[config.mk]
export PLATFORM = sky130hd
export DESIGN_NAME = rtr_pkt_serializer_flat
export DESIGN_NICKNAME = d
export VERILOG_FILES = /design/src/rtl/rtr_pkt_serializer_if.sv /design/src/rtl/rtr_pkt_serializer.sv /design/src/flat_wrapper.sv
export SDC_FILE = /design/constraint.sdc
export NUM_CORES = 1
export LEC_CHECK = 0
export ABC_CLOCK_PERIOD_IN_PS = 2700
export CAP_MARGIN = 20
export CORE_MARGIN = 2
export CORE_UTILIZATION = 40
export CTS_BUF_LIST = sky130_fd_sc_hd__clkbuf_4 sky130_fd_sc_hd__clkbuf_8
export DETAILED_ROUTE_END_ITERATION = 7
export RECOVER_POWER = 100
export SETUP_SLACK_MARGIN = 0.5
export SLEW_MARGIN = 20
export SYNTH_ARGS = -nofsm -noshare
export SYNTH_HDL_FRONTEND = slang
export SYNTH_SLANG_ARGS = --single-unit
[constraint.sdc]
create_clock -name clk -period 2.7 [get_ports clk]
set_input_delay 0.54 -clock clk [delete_from_list [all_inputs] [get_ports clk]]
set_output_delay 0.54 -clock clk [all_outputs]
set_load 0.1 [all_outputs]
[src/rtl/rtr_pkt_serializer_if.sv]
// Upstream packet handshake bundle for rtr_pkt_serializer.
// The feeder drives valid/addr/data through the master modport. The serializer
// returns ready through the slave modport.
interface rtr_pkt_serializer_if;
    logic       pkt_valid;
    logic [1:0] pkt_addr;
    logic [3:0] pkt_data;
    logic       pkt_ready;

    modport master (
        output pkt_valid,
        output pkt_addr,
        output pkt_data,
        input  pkt_ready
    );

    modport slave (
        input  pkt_valid,
        input  pkt_addr,
        input  pkt_data,
        output pkt_ready
    );
endinterface

[src/rtl/rtr_pkt_serializer.sv]
// rtr_pkt_serializer: parallel packet FIFO feeding the 4-port serial router.
// Each 6-bit word {addr, data} leaves MSB first on ser_out while ser_en is high.
// ser_en stays high for exactly 6 cycles. Bursts are followed by GAP_CYCLES idle
// cycles, which give the router time to commit each packet.
// Optional build macro SER_STATS_EN adds the pkt_sent_cnt and stall_cnt counters.
module rtr_pkt_serializer #(
    parameter int FIFO_DEPTH = 4,
    parameter int GAP_CYCLES = 1
) (
    input  logic                          clk,
    input  logic                          rst,
    rtr_pkt_serializer_if.slave           up,
    output logic                          ser_out,
    output logic                          ser_en,
    output logic                          busy,
    output logic [$clog2(FIFO_DEPTH):0]   fifo_count
`ifdef SER_STATS_EN
    ,
    output logic [15:0]                   pkt_sent_cnt,
    output logic [15:0]                   stall_cnt
`endif
);

    localparam int AW = $clog2(FIFO_DEPTH);
    localparam int CW = AW + 1;
    localparam int GW = (GAP_CYCLES > 1) ? $clog2(GAP_CYCLES) : 1;

    localparam logic [1:0] ST_IDLE  = 2'd0;
    localparam logic [1:0] ST_SHIFT = 2'd1;
    localparam logic [1:0] ST_GAP   = 2'd2;

    logic [5:0]    mem_r [FIFO_DEPTH];
    logic [AW-1:0] wr_ptr_r;
    logic [AW-1:0] rd_ptr_r;
    logic [CW-1:0] count_r;
    logic [CW-1:0] count_nxt_s;
    logic [1:0]    state_r;
    logic [1:0]    state_nxt_s;
    logic [5:0]    shreg_r;
    logic [5:0]    shreg_nxt_s;
    logic [2:0]    bit_cnt_r;
    logic [2:0]    bit_cnt_nxt_s;
    logic [GW-1:0] gap_cnt_r;
    logic [GW-1:0] gap_cnt_nxt_s;
    logic          ready_s;
    logic          push_s;
    logic          pop_s;
    logic          ser_out_r;
    logic          ser_en_r;
    logic          busy_r;

    assign ready_s      = (count_r != CW'(FIFO_DEPTH));
    assign push_s       = up.pkt_valid && ready_s;
    assign up.pkt_ready = ready_s;
    assign fifo_count   = count_r;
    assign ser_out      = ser_out_r;
    assign ser_en       = ser_en_r;
    assign busy         = busy_r;

    // Burst sequencer: pops a word when idle or at the end of a gap, then shifts it out.
    always_comb begin
        state_nxt_s   = state_r;
        shreg_nxt_s   = shreg_r;
        bit_cnt_nxt_s = bit_cnt_r;
        gap_cnt_nxt_s = gap_cnt_r;
        pop_s         = 1'b0;
        case (state_r)
            ST_IDLE: begin
                if (count_r != {CW{1'b0}}) begin
                    pop_s         = 1'b1;
                    shreg_nxt_s   = mem_r[rd_ptr_r];
                    bit_cnt_nxt_s = 3'd0;
                    state_nxt_s   = ST_SHIFT;
                end else begin
                    state_nxt_s   = ST_IDLE;
                end
            end
            ST_SHIFT: begin
                shreg_nxt_s = {shreg_r[4:0], 1'b0};
                if (bit_cnt_r == 3'd5) begin
                    bit_cnt_nxt_s = 3'd0;
                    gap_cnt_nxt_s = {GW{1'b0}};
                    state_nxt_s   = ST_GAP;
                end else begin
                    bit_cnt_nxt_s = bit_cnt_r + 3'd1;
                end
            end
            ST_GAP: begin
                if (gap_cnt_r == GW'(GAP_CYCLES - 1)) begin
                    if (count_r != {CW{1'b0}}) begin
                        pop_s         = 1'b1;
                        shreg_nxt_s   = mem_r[rd_ptr_r];
                        bit_cnt_nxt_s = 3'd0;
                        state_nxt_s   = ST_SHIFT;
                    end else begin
                        state_nxt_s   = ST_IDLE;
                    end
                end else begin
                    gap_cnt_nxt_s = gap_cnt_r + GW'(1);
                end
            end
            default: begin
                state_nxt_s = ST_IDLE;
            end
        endcase
    end

    // Occupancy update; simultaneous push and pop leave it unchanged.
    always_comb begin
        case ({push_s, pop_s})
            2'b10:   count_nxt_s = count_r + CW'(1);
            2'b01:   count_nxt_s = count_r - CW'(1);
            default: count_nxt_s = count_r;
        endcase
    end

    // Packet storage; no reset needed because count gates every read.
    always_ff @(posedge clk) begin
        if (push_s) begin
            mem_r[wr_ptr_r] <= {up.pkt_addr, up.pkt_data};
        end
    end

    // FIFO pointers, count and sequencer state; reset flushes everything in flight.
    always_ff @(posedge clk) begin
        if (rst) begin
            wr_ptr_r  <= {AW{1'b0}};
            rd_ptr_r  <= {AW{1'b0}};
            count_r   <= {CW{1'b0}};
            state_r   <= ST_IDLE;
            shreg_r   <= 6'd0;
            bit_cnt_r <= 3'd0;
            gap_cnt_r <= {GW{1'b0}};
        end else begin
            if (push_s) begin
                wr_ptr_r <= wr_ptr_r + AW'(1);
            end
            if (pop_s) begin
                rd_ptr_r <= rd_ptr_r + AW'(1);
            end
            count_r   <= count_nxt_s;
            state_r   <= state_nxt_s;
            shreg_r   <= shreg_nxt_s;
            bit_cnt_r <= bit_cnt_nxt_s;
            gap_cnt_r <= gap_cnt_nxt_s;
        end
    end

    // Registered serial outputs trail the sequencer by one cycle; busy tracks next state.
    always_ff @(posedge clk) begin
        if (rst) begin
            ser_out_r <= 1'b0;
            ser_en_r  <= 1'b0;
            busy_r    <= 1'b0;
        end else begin
            ser_en_r  <= (state_r == ST_SHIFT);
            ser_out_r <= (state_r == ST_SHIFT) ? shreg_r[5] : 1'b0;
            busy_r    <= (state_nxt_s != ST_IDLE) || (count_nxt_s != {CW{1'b0}});
        end
    end

`ifdef SER_STATS_EN
    // Statistics: completed bursts (wrapping) and refused offers (saturating).
    always_ff @(posedge clk) begin
        if (rst) begin
            pkt_sent_cnt <= 16'd0;
            stall_cnt    <= 16'd0;
        end else begin
            if ((state_r == ST_SHIFT) && (bit_cnt_r == 3'd5)) begin
                pkt_sent_cnt <= pkt_sent_cnt + 16'd1;
            end
            if (up.pkt_valid && !ready_s && (stall_cnt != 16'hFFFF)) begin
                stall_cnt <= stall_cnt + 16'd1;
            end
        end
    end
`endif

endmodule
[src/flat_wrapper.sv]
// flat-port wrapper written by rule: the top's interface ports become plain ports
module rtr_pkt_serializer_flat 
#(
    parameter int FIFO_DEPTH = 4,
    parameter int GAP_CYCLES = 1
)
  (clk, rst, ser_out, ser_en, busy, fifo_count, up_pkt_valid, up_pkt_addr, up_pkt_data, up_pkt_ready);
  rtr_pkt_serializer_if up_i ();
  input  logic clk;
  input  logic rst;
  output logic ser_out;
  output logic ser_en;
  output logic busy;
  output logic [$clog2(FIFO_DEPTH):0] fifo_count;
  input wire logic [$bits(up_i.pkt_valid)-1:0] up_pkt_valid;
  input wire logic [$bits(up_i.pkt_addr)-1:0] up_pkt_addr;
  input wire logic [$bits(up_i.pkt_data)-1:0] up_pkt_data;
  output wire logic [$bits(up_i.pkt_ready)-1:0] up_pkt_ready;
  assign up_i.pkt_valid = up_pkt_valid;
  assign up_i.pkt_addr = up_pkt_addr;
  assign up_i.pkt_data = up_pkt_data;
  assign up_pkt_ready = up_i.pkt_ready;
  rtr_pkt_serializer #(.FIFO_DEPTH(FIFO_DEPTH), .GAP_CYCLES(GAP_CYCLES)) u_core (.clk(clk), .rst(rst), .up(up_i), .ser_out(ser_out), .ser_en(ser_en), .busy(busy), .fifo_count(fifo_count));
endmodule
==> summary.txt, run 1 <==
area post-placement: 2140 um2
Async S/R FF share, synth: 0%
Post-synth EDFFs: 24
CTS tree: done
CTS clk-pin slew, worst paths: 0.09 ns
period utilization: 85.8%
clock sinks: 47
top layer reached by signal wires: met4
Max transition margin: 21.3%
initial antenna violation count: 0
Worst Clk Skew: 0.00346 ns
# rows: 25
Hold Path Cell Cnt: 1
Pleak: 0.795 nW
die area: 5380 um2
FF-to-FF Start: u_core.fifo_count[2]
FMAX: 432 MHz
power per standard cell area: 1130 nW/um2
Final ANT Viol Nets: 0
area of the multi-input gates: 697 um2
fin worst setup slack: 0.383 ns
nets@finish: 180
Met2 Routed Length: 1.78 mm
Cells after DPL: 203
Post-Syn Instances: 138
Final Total Pwr: 2.55 mW
minimum clock period after layout: 2.32 ns
Vias/cell: 5.38
IO Port Bufs: 15
routed wire length: 3.54 mm
Mapped Nets: 153
final hold vios: 0
synthesized flop and latch total: 47
vias in the first global route: 1243
r2r setup slk: 0.39 ns
worst-margin pin slew: 1.19 ns
Root Driver: clkbuf_8
Finished Core Util: 48.1%
IO Pins: 16
commonest non-fill, non-tap cell in the layout: edfxtp_1
n_diodes: 0
Vias: 1184
final instance area: 2260 um2
# setup viols final: 0
Area Growth Syn to Fin: 17.3%
HP Start: u_core.shreg_r[5]
Critical Path RT: 2.16 ns
setup TNS: 0 ns
post-synthesis sequential area ratio: 61.4%
Chip Height: 73.3 um
Max clock buf depth: 2
drt drc: 0
sequential cell area: 1190 um2
Hold WS: 0.476 ns
most frequent cells in the layout: edfxtp_1 (24), dfxtp_1 (21), a21oi_1 (11), buf_4 (10), clkbuf_1 (9)
largest net degree at the start of global routing: 18
unique cell type count in the Yosys netlist: 41
predominant post-synthesis flop cell: edfxtp_1
layout cell share with drive strength beyond 1: 21.1%
Filler cells: 421
DPL Wire Length: 2.44 mm
critical path class: flip-flop to primary output
DRT Pass-1 Iters: 4
final non-filler cell total: 220
first-pass GRT wire length: 5.82 mm
die width: 73.3 um
cts hold-fix bufs: 0
Max Slew Vio Count: 0
Starting DRT DRC Count: 84
synthesized cell area: 1920 um2
RSZ-0062 raised after global routing: yes
mean post-synth cell area: 13.9 um2
Clk Latency, worst-skew pair: 0.30 ns
met1 wire length: 1.60 mm
metal3 WL: 104 um
Reg2Reg Depth: 8
Initial Util: 41.0%
outcome: completed
GRT Total Usage: 14.8%
critical path capture point type: primary output
Hold Path Class: flip-flop to flip-flop
reg-to-reg endpoint: u_core.busy
Max Cap Viol: 0
Worst Hold Path EP: u_core.ser_out
Num CTS Buffers: 5
global placer's final weighted congestion: 0.759
H-tree level count: 2
YS warnings: 0
Core ar.: 4690 um2
dpl ws: 0.144 ns
nature of the critical path startpoint: flip-flop
CP arrival: 1.78 ns
Worst IR Drop VDD: 614 uV
CP Max Fanout: 9
GRT overflow: 0
Wirelength per Cell: 16.1 um
CP startpoint: u_core.fifo_count[2]
## report_power, final
part           total, mW  leakage, nW  switching [mW]  internal, mW
Sequential          1.01        0.410           0.109         0.904
Combinational       1.08        0.336           0.640         0.443
Clock              0.450       0.0495           0.257         0.192
Total               2.55        0.795            1.01          1.54
## layer usage
layer  vias up  track usage (%)
li1        581                -
met1       577             18.2
met2        18             24.2
met3         8             3.70
met4         0             7.68
met5         -                0
## flip-flops by register name, summed over array words and instances, names as in the netlist, named ones only
| register | count |
|---|---|
| u_core.mem_r | 24 |
| u_core.shreg_r | 6 |
| u_core.bit_cnt_r | 3 |
| u_core.fifo_count | 3 |
| u_core.rd_ptr_r | 2 |
| u_core.state_r | 2 |
| u_core.wr_ptr_r | 2 |
| u_core.busy | 1 |
| u_core.ser_en | 1 |
| u_core.ser_out | 1 |
## worst max path at each step
stage               slack (ns)  cells past startpoint            to
floorplan                 0.20                      8   u_core.busy
global placement          0.19                      7   u_core.busy
detailed placement        0.14                      7   u_core.busy
CTS                       0.51                      8   u_core.busy
global route              0.27                      8   u_core.busy
finish                    0.38                      3  up_pkt_ready
## worst max-delay path: stages, from the launching register on
cell      delay, ns
dfxtp_1        0.42
or3b_1         0.43
clkbuf_1       0.22
clkbuf_2       0.41
## layout make-up
class                   count  share of cell area (%)
repair buffers             28                    8.54
clock buffers               5                    3.05
multi-input cells          79                    30.9
clock inverters             3                    1.16
flip-flops and latches     47                    52.7
inverters                   4                   0.666
well taps                  54                    3.00
## cell usage after synthesis, types with 4 or more instances
master    count  area [um2]
a21oi_1      10        50.1
and3_1        4        25.0
mux4_2        6         135
inv_1         4        15.0
ha_1          5        62.6
a221o_1       5        50.1
dfxtp_1      23         460
nor4b_1       5        43.8
clkbuf_1      4        15.0
edfxtp_1     24         721
## kinds of logic (layout without fill, tap and decap cells)
kind of cell,count (synthesis),count (layout),share of synthesized area [%]
fa+ha+maj,6,6,4.29
xor+xnor,3,3,1.37
flops,47,47,61.4
buf+inv,12,40,3.19
compound gates,27,27,9.95
mux,7,7,7.55
simple gates,36,36,12.2
## repair_timing
item                       in CTS  in global routing
setup endpoints to repair       1                  2
resized for setup               4                  2
buffers inserted                6                  3
pin swaps                       2                  6
Power figures use the tool's default switching activity.
==> run 2: changes to the inputs <==
--- a/config.mk
+++ b/config.mk
@@ -11,6 +11,7 @@
 export CORE_UTILIZATION = 40
 export CTS_BUF_LIST = sky130_fd_sc_hd__clkbuf_4 sky130_fd_sc_hd__clkbuf_8
 export DETAILED_ROUTE_END_ITERATION = 7
+export MAX_ROUTING_LAYER = met4
 export RECOVER_POWER = 100
 export SETUP_SLACK_MARGIN = 0.5
 export SLEW_MARGIN = 20
==> run 2 against run 1 <==
Largest power group unchanged. Highest routed layer unchanged. Die area unchanged. Sequential share of layout area unchanged. Power is essentially flat.
==> summary.txt, run 2 (synthesis gave the netlist of run 1 again) <==
outcome: completed (unchanged)
initial antenna violation count: 0 (unchanged)
most frequent cells in the layout: edfxtp_1 (24), dfxtp_1 (21), a21oi_1 (11), buf_4 (10), clkbuf_1 (9) (unchanged)
GRT Total Usage: 15.3% (was 14.8%)
CP arrival: 1.78 ns (about the same)
nets@finish: 180 (unchanged)
first-pass GRT wire length: 5.83 mm (was 5.82 mm)
# setup viols final: 0 (unchanged)
routed wire length: 3.52 mm (was 3.54 mm)
period utilization: 85.7% (was 85.8%)
Met2 Routed Length: 1.77 mm (was 1.78 mm)
Root Driver: clkbuf_8 (unchanged)
global placer's final weighted congestion: 0.769 (was 0.759)
reg-to-reg endpoint: u_core.busy (unchanged)
Worst IR Drop VDD: 615 uV (was 614 uV)
Final Total Pwr: 2.54 mW (was 2.55 mW)
setup TNS: 0 ns (unchanged)
FMAX: 432 MHz (about the same)
metal3 WL: 120 um (was 104 um)
Net Sw Power: 1.01 mW (about the same)
vias in the first global route: 1245 (was 1243)
Worst Clk Skew: 0.00433 ns (was 0.00346 ns)
Hold Path Cell Cnt: 1 (unchanged)
top layer reached by signal wires: met4 (unchanged)
FF-to-FF Start: u_core.fifo_count[2] (unchanged)
register name with the most flops: u_core.mem_r (unchanged)
final hold vios: 0 (unchanged)
critical path class: flip-flop to primary output (unchanged)
area of the multi-input gates: 697 um2 (unchanged)
GRT overflow: 0 (unchanged)
r2r setup slk: 0.39 ns (about the same)
DRT Pass-1 Iters: 4 (unchanged)
commonest non-fill, non-tap cell in the layout: edfxtp_1 (unchanged)
Core ar.: 4690 um2 (unchanged)
die area: 5380 um2 (unchanged)
max FFs per register: 24 (unchanged)
met1 wire length: 1.56 mm (was 1.60 mm)
Vias: 1187 (was 1184)
Internal: 1.54 mW (about the same)
nature of the critical path startpoint: flip-flop (unchanged)
die width: 73.3 um (unchanged)
Worst Hold Path EP: u_core.ser_out (unchanged)
Pleak: 0.795 nW (unchanged)
IO Port Bufs: 15 (unchanged)
Gate power share: 42.6% (was 42.5%)
n_diodes: 0 (unchanged)
Vias/cell: 5.40 (was 5.38)
Area Growth Syn to Fin: 17.3% (unchanged)
largest net degree at the start of global routing: 18 (unchanged)
CTS tree: done (unchanged)
cts hold-fix bufs: 0 (unchanged)
Clk Latency, worst-skew pair: 0.30 ns (about the same)
Max transition margin: 21.2% (was 21.3%)
CTS clk-pin slew, worst paths: 0.09 ns (about the same)
H-tree level count: 2 (unchanged)
Num CTS Buffers: 5 (unchanged)
Chip Height: 73.3 um (unchanged)
DPL Wire Length: 2.44 mm (unchanged)
CP Max Fanout: 9 (unchanged)
layout cell share with drive strength beyond 1: 21.1% (unchanged)
sequential cell area: 1190 um2 (unchanged)
biggest regs: u_core.mem_r (24), u_core.shreg_r (6) (unchanged)
Filler cells: 421 (unchanged)
HP Start: u_core.shreg_r[5] (unchanged)
sequential share of power: 39.8% (about the same)
# rows: 25 (unchanged)
power per standard cell area: 1130 nW/um2 (about the same)
Max clock buf depth: 2 (unchanged)
Hold Path Class: flip-flop to flip-flop (unchanged)
IO Pins: 16 (unchanged)
RSZ-0062 raised after global routing: yes (unchanged)
Wirelength per Cell: 16.0 um (was 16.1 um)
clock network power share: 17.6% (was 17.7%)
Net Sw Frac: 39.5% (about the same)
drt drc: 0 (unchanged)
Max Slew Vio Count: 0 (unchanged)
Critical Path RT: 2.16 ns (about the same)
worst-margin pin slew: 1.19 ns (about the same)
clock sinks: 47 (unchanged)
minimum clock period after layout: 2.32 ns (about the same)
critical path capture point type: primary output (unchanged)
Max Cap Viol: 0 (unchanged)
Starting DRT DRC Count: 88 (was 84)
Final ANT Viol Nets: 0 (unchanged)
Initial Util: 41.0% (unchanged)
Reg2Reg Depth: 8 (unchanged)
-- run 2: cell counts in the layout (fill, tap and decap cells not counted) --
Identical to the previous run, type by type.
-- run 2: critical path: stages, from the launching register on --
cell,delay (ns)
dfxtp_1,0.41
or3b_1,0.43
clkbuf_1,0.22
clkbuf_2,0.41
-- run 2: repair_timing --
action	4_1_cts	5_1_grt
pin swaps	2	6
buffers inserted	6	3
gates resized for setup	4	2
setup endpoints to repair	1	2
-- run 2: metal layers --
layer | vias to the layer above | track usage (%)
met5 | - | -
met4 | 0 | 7.68
met3 | 8 | 3.70
met2 | 20 | 24.2
met1 | 577 | 18.3
li1 | 582 | -
-- run 2: final cells by class --
| type | count | share of cell area (%) |
|---|---|---|
| Clock inverter | 3 | 1.16 |
| Timing Repair Buffer | 28 | 8.54 |
| Inverter | 4 | 0.666 |
| Clock buffer | 5 | 3.05 |
| Multi-Input combinational cell | 79 | 30.9 |
| Tap cell | 54 | 3.00 |
| Sequential cell | 47 | 52.7 |
-- run 2: through the flow --
stage / cell area [um2] / hold WS [ns] / std cells / worst slack, ns / utilization [%]
3_3_place_gp: 2140 / 0.448 / 203 / 0.185 / 45.7
4_1_cts: 2300 / 0.479 / 217 / 0.506 / 48.9
2_1_floorplan: 1980 / 0.431 / 138 / 0.197 / -
3_5_place_dp: 2140 / 0.457 / 203 / 0.144 / 45.7
5_1_grt: 2260 / 0.500 / 220 / 0.274 / 48.1
6_report: 2260 / 0.476 / 220 / 0.385 / 48.1
-- run 2: worst max-delay path by stage --
| stage | start | to | slack [ns] | cells past startpoint |
|---|---|---|---|---|
| finish | u_core.fifo_count[2] | up_pkt_ready | 0.38 | 3 |
| global route | u_core.fifo_count[2] | u_core.busy | 0.27 | 8 |
| CTS | u_core.fifo_count[1] | u_core.busy | 0.51 | 8 |
| detailed placement | up_pkt_valid | u_core.busy | 0.14 | 7 |
| global placement | up_pkt_valid | u_core.busy | 0.19 | 7 |
| floorplan | u_core.fifo_count[2] | u_core.busy | 0.20 | 8 |
-- run 2: power by group through the flow --
stage	Combinational [mW]	Sequential, mW	Clock, mW
floorplan	0.674	1.21	0
global route	1.17	1.04	0.497
finish	1.08	1.01	0.449
global placement	0.985	1.04	0
detailed placement	1.02	1.05	0
CTS	1.12	1.03	0.463
==> run 3: changes to the inputs <==
--- a/config.mk
+++ b/config.mk
@@ -5,6 +5,7 @@
 export SDC_FILE = /design/constraint.sdc
 export NUM_CORES = 1
 export LEC_CHECK = 0
+export ABC_AREA = 1
 export ABC_CLOCK_PERIOD_IN_PS = 2700
 export CAP_MARGIN = 20
 export CORE_MARGIN = 2
==> run 3 against run 2 <==
Non-clock buffer count fell by 3. Wire length fell by 2.2%. Combinational power barely moved. Cell count rose by 45%. Die area rose by 5.4%. First-iteration DRC count fell by 18%. Count of clock-buffer cells in the layout did not move. Cell area rose by 4.7%. Worst setup slack improved by 0.069 ns. Fmax rose by 3.1%. Highest routed layer unchanged.
==> summary.txt, run 3 <==
DRT Pass-1 Iters: 4 (unchanged)
minimum clock period after layout: 2.25 ns (was 2.32 ns)
synthesized flop and latch total: 47 (unchanged)
Core ar.: 4820 um2 (was 4690 um2)
r2r setup slk: 0.66 ns (was 0.39 ns)
worst-margin pin slew: 1.17 ns (was 1.19 ns)
Root Driver: clkbuf_8 (unchanged)
Worst Clk Skew: 0.00381 ns (was 0.00433 ns)
critical path class: input port to flip-flop (was flip-flop to primary output)
FF-to-FF Start: u_core.fifo_count[0] (was u_core.fifo_count[2])
Post-synth top cells: nand2_1 (54), inv_1 (41), nand3_1 (25) (was edfxtp_1 (24), dfxtp_1 (23), a21oi_1 (10))
unique cell type count in the Yosys netlist: 23 (was 41)
Worst IR Drop VDD: 427 uV (was 615 uV)
Vias: 1410 (was 1187)
ranking of synthesized cells by area: edfxtp_1 (35%), dfxtp_1 (23%), nand2_1 (10%), inv_1 (7.6%), nand3_1 (6.2%) (was edfxtp_1 (37%), dfxtp_1 (24%), mux4_2 (7.0%), ha_1 (3.3%), a21oi_1 (2.6%))
H-tree level count: 2 (unchanged)
critical path capture point type: flip-flop (was primary output)
Final Total Pwr: 2.59 mW (was 2.54 mW)
sequential cell area: 1190 um2 (about the same)
Num CTS Buffers: 5 (unchanged)
Hold Path Class: flip-flop to flip-flop (unchanged)
Wirelength per Cell: 10.8 um (was 16.0 um)
biggest regs: u_core.mem_r (24), u_core.shreg_r (6) (unchanged)
# rows: 25 (unchanged)
reg-to-reg endpoint: u_core.busy (unchanged)
n_diodes: 0 (unchanged)
Mapped Nets: 241 (was 153)
synthesized cell area: 2030 um2 (was 1920 um2)
area of the multi-input gates: 636 um2 (was 697 um2)
CTS tree: done (unchanged)
CTS clk-pin slew, worst paths: 0.09 ns (about the same)
IO Pins: 16 (unchanged)
most common cell in the netlist: nand2_1 (was edfxtp_1)
CP Max Fanout: 9 (unchanged)
Crit-path slowest cell: dlygate4sd3_1 (was or3b_1)
FMAX: 445 MHz (was 432 MHz)
crit path to: u_core.busy (was up_pkt_ready)
predominant post-synthesis flop cell: edfxtp_1 (unchanged)
Worst path most repeated cell: nand2_1
GRT Total Usage: 14.2% (was 15.3%)
die width: 75.3 um (was 73.3 um)
clock sinks: 47 (unchanged)
Post-Syn Instances: 226 (was 138)
initial antenna violation count: 0 (unchanged)
Finished Core Util: 49.0% (was 48.1%)
global placer's final weighted congestion: 0.760 (was 0.769)
crit path cell chain: dlygate4sd3_1, nand2_1, ha_1, fa_1, o21ai_0, nand4_1, nand2_1, nand2_1 (was or3b_1, clkbuf_1, clkbuf_2)
dpl ws: 0.366 ns (was 0.144 ns)
outcome: completed (unchanged)
CP startpoint: up_pkt_valid (was u_core.fifo_count[2])
Clk Latency, worst-skew pair: 0.29 ns (was 0.30 ns)
Starting DRT DRC Count: 72 (was 88)
GRT overflow: 0 (unchanged)
Max Cap Viol: 0 (unchanged)
Chip Height: 75.3 um (was 73.3 um)
power per standard cell area: 1100 nW/um2 (was 1130 nW/um2)
nature of the critical path startpoint: input port (was flip-flop)
Area Growth Syn to Fin: 16.3% (was 17.3%)
slowest stage delay, CP: 0.53 ns (was 0.43 ns)
register name with the most flops: u_core.mem_r (unchanged)
setup TNS: 0 ns (unchanged)
Synth area leader: edfxtp_1 (unchanged)
largest net degree at the start of global routing: 17 (was 18)
Filler cells: 473 (was 421)
most frequent cells in the layout: nand2_1 (55), inv_1 (42), nand3_1 (24), edfxtp_1 (24), dfxtp_1 (20) (was edfxtp_1 (24), dfxtp_1 (21), a21oi_1 (11), buf_4 (10), clkbuf_1 (9))
fin worst setup slack: 0.453 ns (was 0.385 ns)
period utilization: 83.2% (was 85.7%)
routed wire length: 3.44 mm (was 3.52 mm)
HP Start: u_core.rd_ptr_r[1] (was u_core.shreg_r[5])
die area: 5670 um2 (was 5380 um2)
Post-synth EDFFs: 24 (unchanged)
first-pass GRT wire length: 5.69 mm (was 5.83 mm)
IO Port Bufs: 15 (unchanged)
Max Slew Vio Count: 0 (unchanged)
Vias/cell: 4.41 (was 5.40)
vias in the first global route: 1263 (was 1245)
RSZ-0062 raised after global routing: no (was yes)
final hold vios: 0 (unchanged)
Max transition margin: 22.3% (was 21.2%)
# setup viols final: 0 (unchanged)
post-synth top area share: 35.5% (was 37.5%)
commonest non-fill, non-tap cell in the layout: nand2_1 (was edfxtp_1)
Initial Util: 42.2% (was 41.0%)
DPL Wire Length: 2.37 mm (was 2.44 mm)
Async S/R FF share, synth: 0% (unchanged)
Pleak: 1.05 nW (was 0.795 nW)
Final ANT Viol Nets: 0 (unchanged)
layout cell share with drive strength beyond 1: 9.49% (was 21.1%)
Critical Path RT: 2.89 ns (was 2.16 ns)
drt drc: 0 (unchanged)
YS warnings: 0 (unchanged)
Reg2Reg Depth: 10 (was 8)
Max clock buf depth: 2 (unchanged)
max FFs per register: 24 (unchanged)
post-synthesis sequential area ratio: 58.1% (was 61.4%)
nets@finish: 267 (was 180)
CP arrival: 2.44 ns (was 1.78 ns)
mean post-synth cell area: 8.99 um2 (was 13.9 um2)
## run 3: cell types whose count changed after synthesis, sizes merged, moves of 4 or more
cell,change
a221o,-5
nand2,+53
mux4,-6
nor4b,-5
inv,+42
nand3,+23
nor2,+15
or3b,-4
clkbuf,-4
## run 3: worst min path at each step
stage               cells past startpoint  slack (ns)                 end
floorplan                               2        0.44           flip-flop
global placement                        2        0.45           flip-flop
finish                                  2        0.47  u_core.rd_ptr_r[1]
detailed placement                      2        0.46           flip-flop
CTS                                     2        0.48  u_core.rd_ptr_r[1]
global route                            2        0.49           flip-flop
## run 3: where the power goes
group	internal [mW]	total (mW)	leakage, nW	switching, mW
combinational	0.322	1.06	0.580	0.738
clock	0.279	0.518	0.0548	0.239
sequential	0.911	1.01	0.411	0.104
total	1.51	2.59	1.05	1.08
## run 3: stage by stage
stage          cells  instance area (um2)  hold WS (ns)
4_1_cts          315                 2380         0.479
5_1_grt          320                 2360         0.489
3_3_place_gp     307                 2260         0.453
3_5_place_dp     307                 2260         0.463
6_report         320                 2360         0.474
2_1_floorplan    226                 2060         0.443
## run 3: logic make-up after synthesis
group | count (synthesis) | synth area share, %
and+or+nand+nor | 103 | 21.4
buffers and inverters | 52 | 11.0
adders and majority gates | 6 | 4.06
DFF | 47 | 58.1
xor gates and xnor gates | 2 | 0.862
AOI/OAI and AO/OA | 16 | 4.56
## run 3: cell type report
cell class                 count  share of cell area [%]
multi-input combinational    127                    26.9
clock buffer                   5                    2.91
clock inverter                 3                    1.96
inverter                      46                    7.31
timing repair buffer          25                    6.89
tap                           67                    3.55
sequential                    47                    50.5
## run 3: routing by layer
metal	vias up	share of wire (%)	GRT usage (%)
li1	759	-	-
met1	633	49	18.3
met2	13	47	21.9
met3	5	2.9	4.42
met4	0	1.1	3.51
met5	-	0	-
## run 3: repair_timing
item                                    in CTS  in global routing
hold buffers                                 0                  0
endpoints found under the setup margin       0                  2
setup buffers                                0                  5
gates resized for setup                      0                  1
## run 3: critical path, delay by kind of cell
| kind | cells | cell delay (ns) |
|---|---|---|
| AOI/OAI and AO/OA | 1 | 0.23 |
| adders and majority gates | 2 | 0.67 |
| and+or+nand+nor | 4 | 0.48 |
| buffers and inverters | 1 | 0.53 |
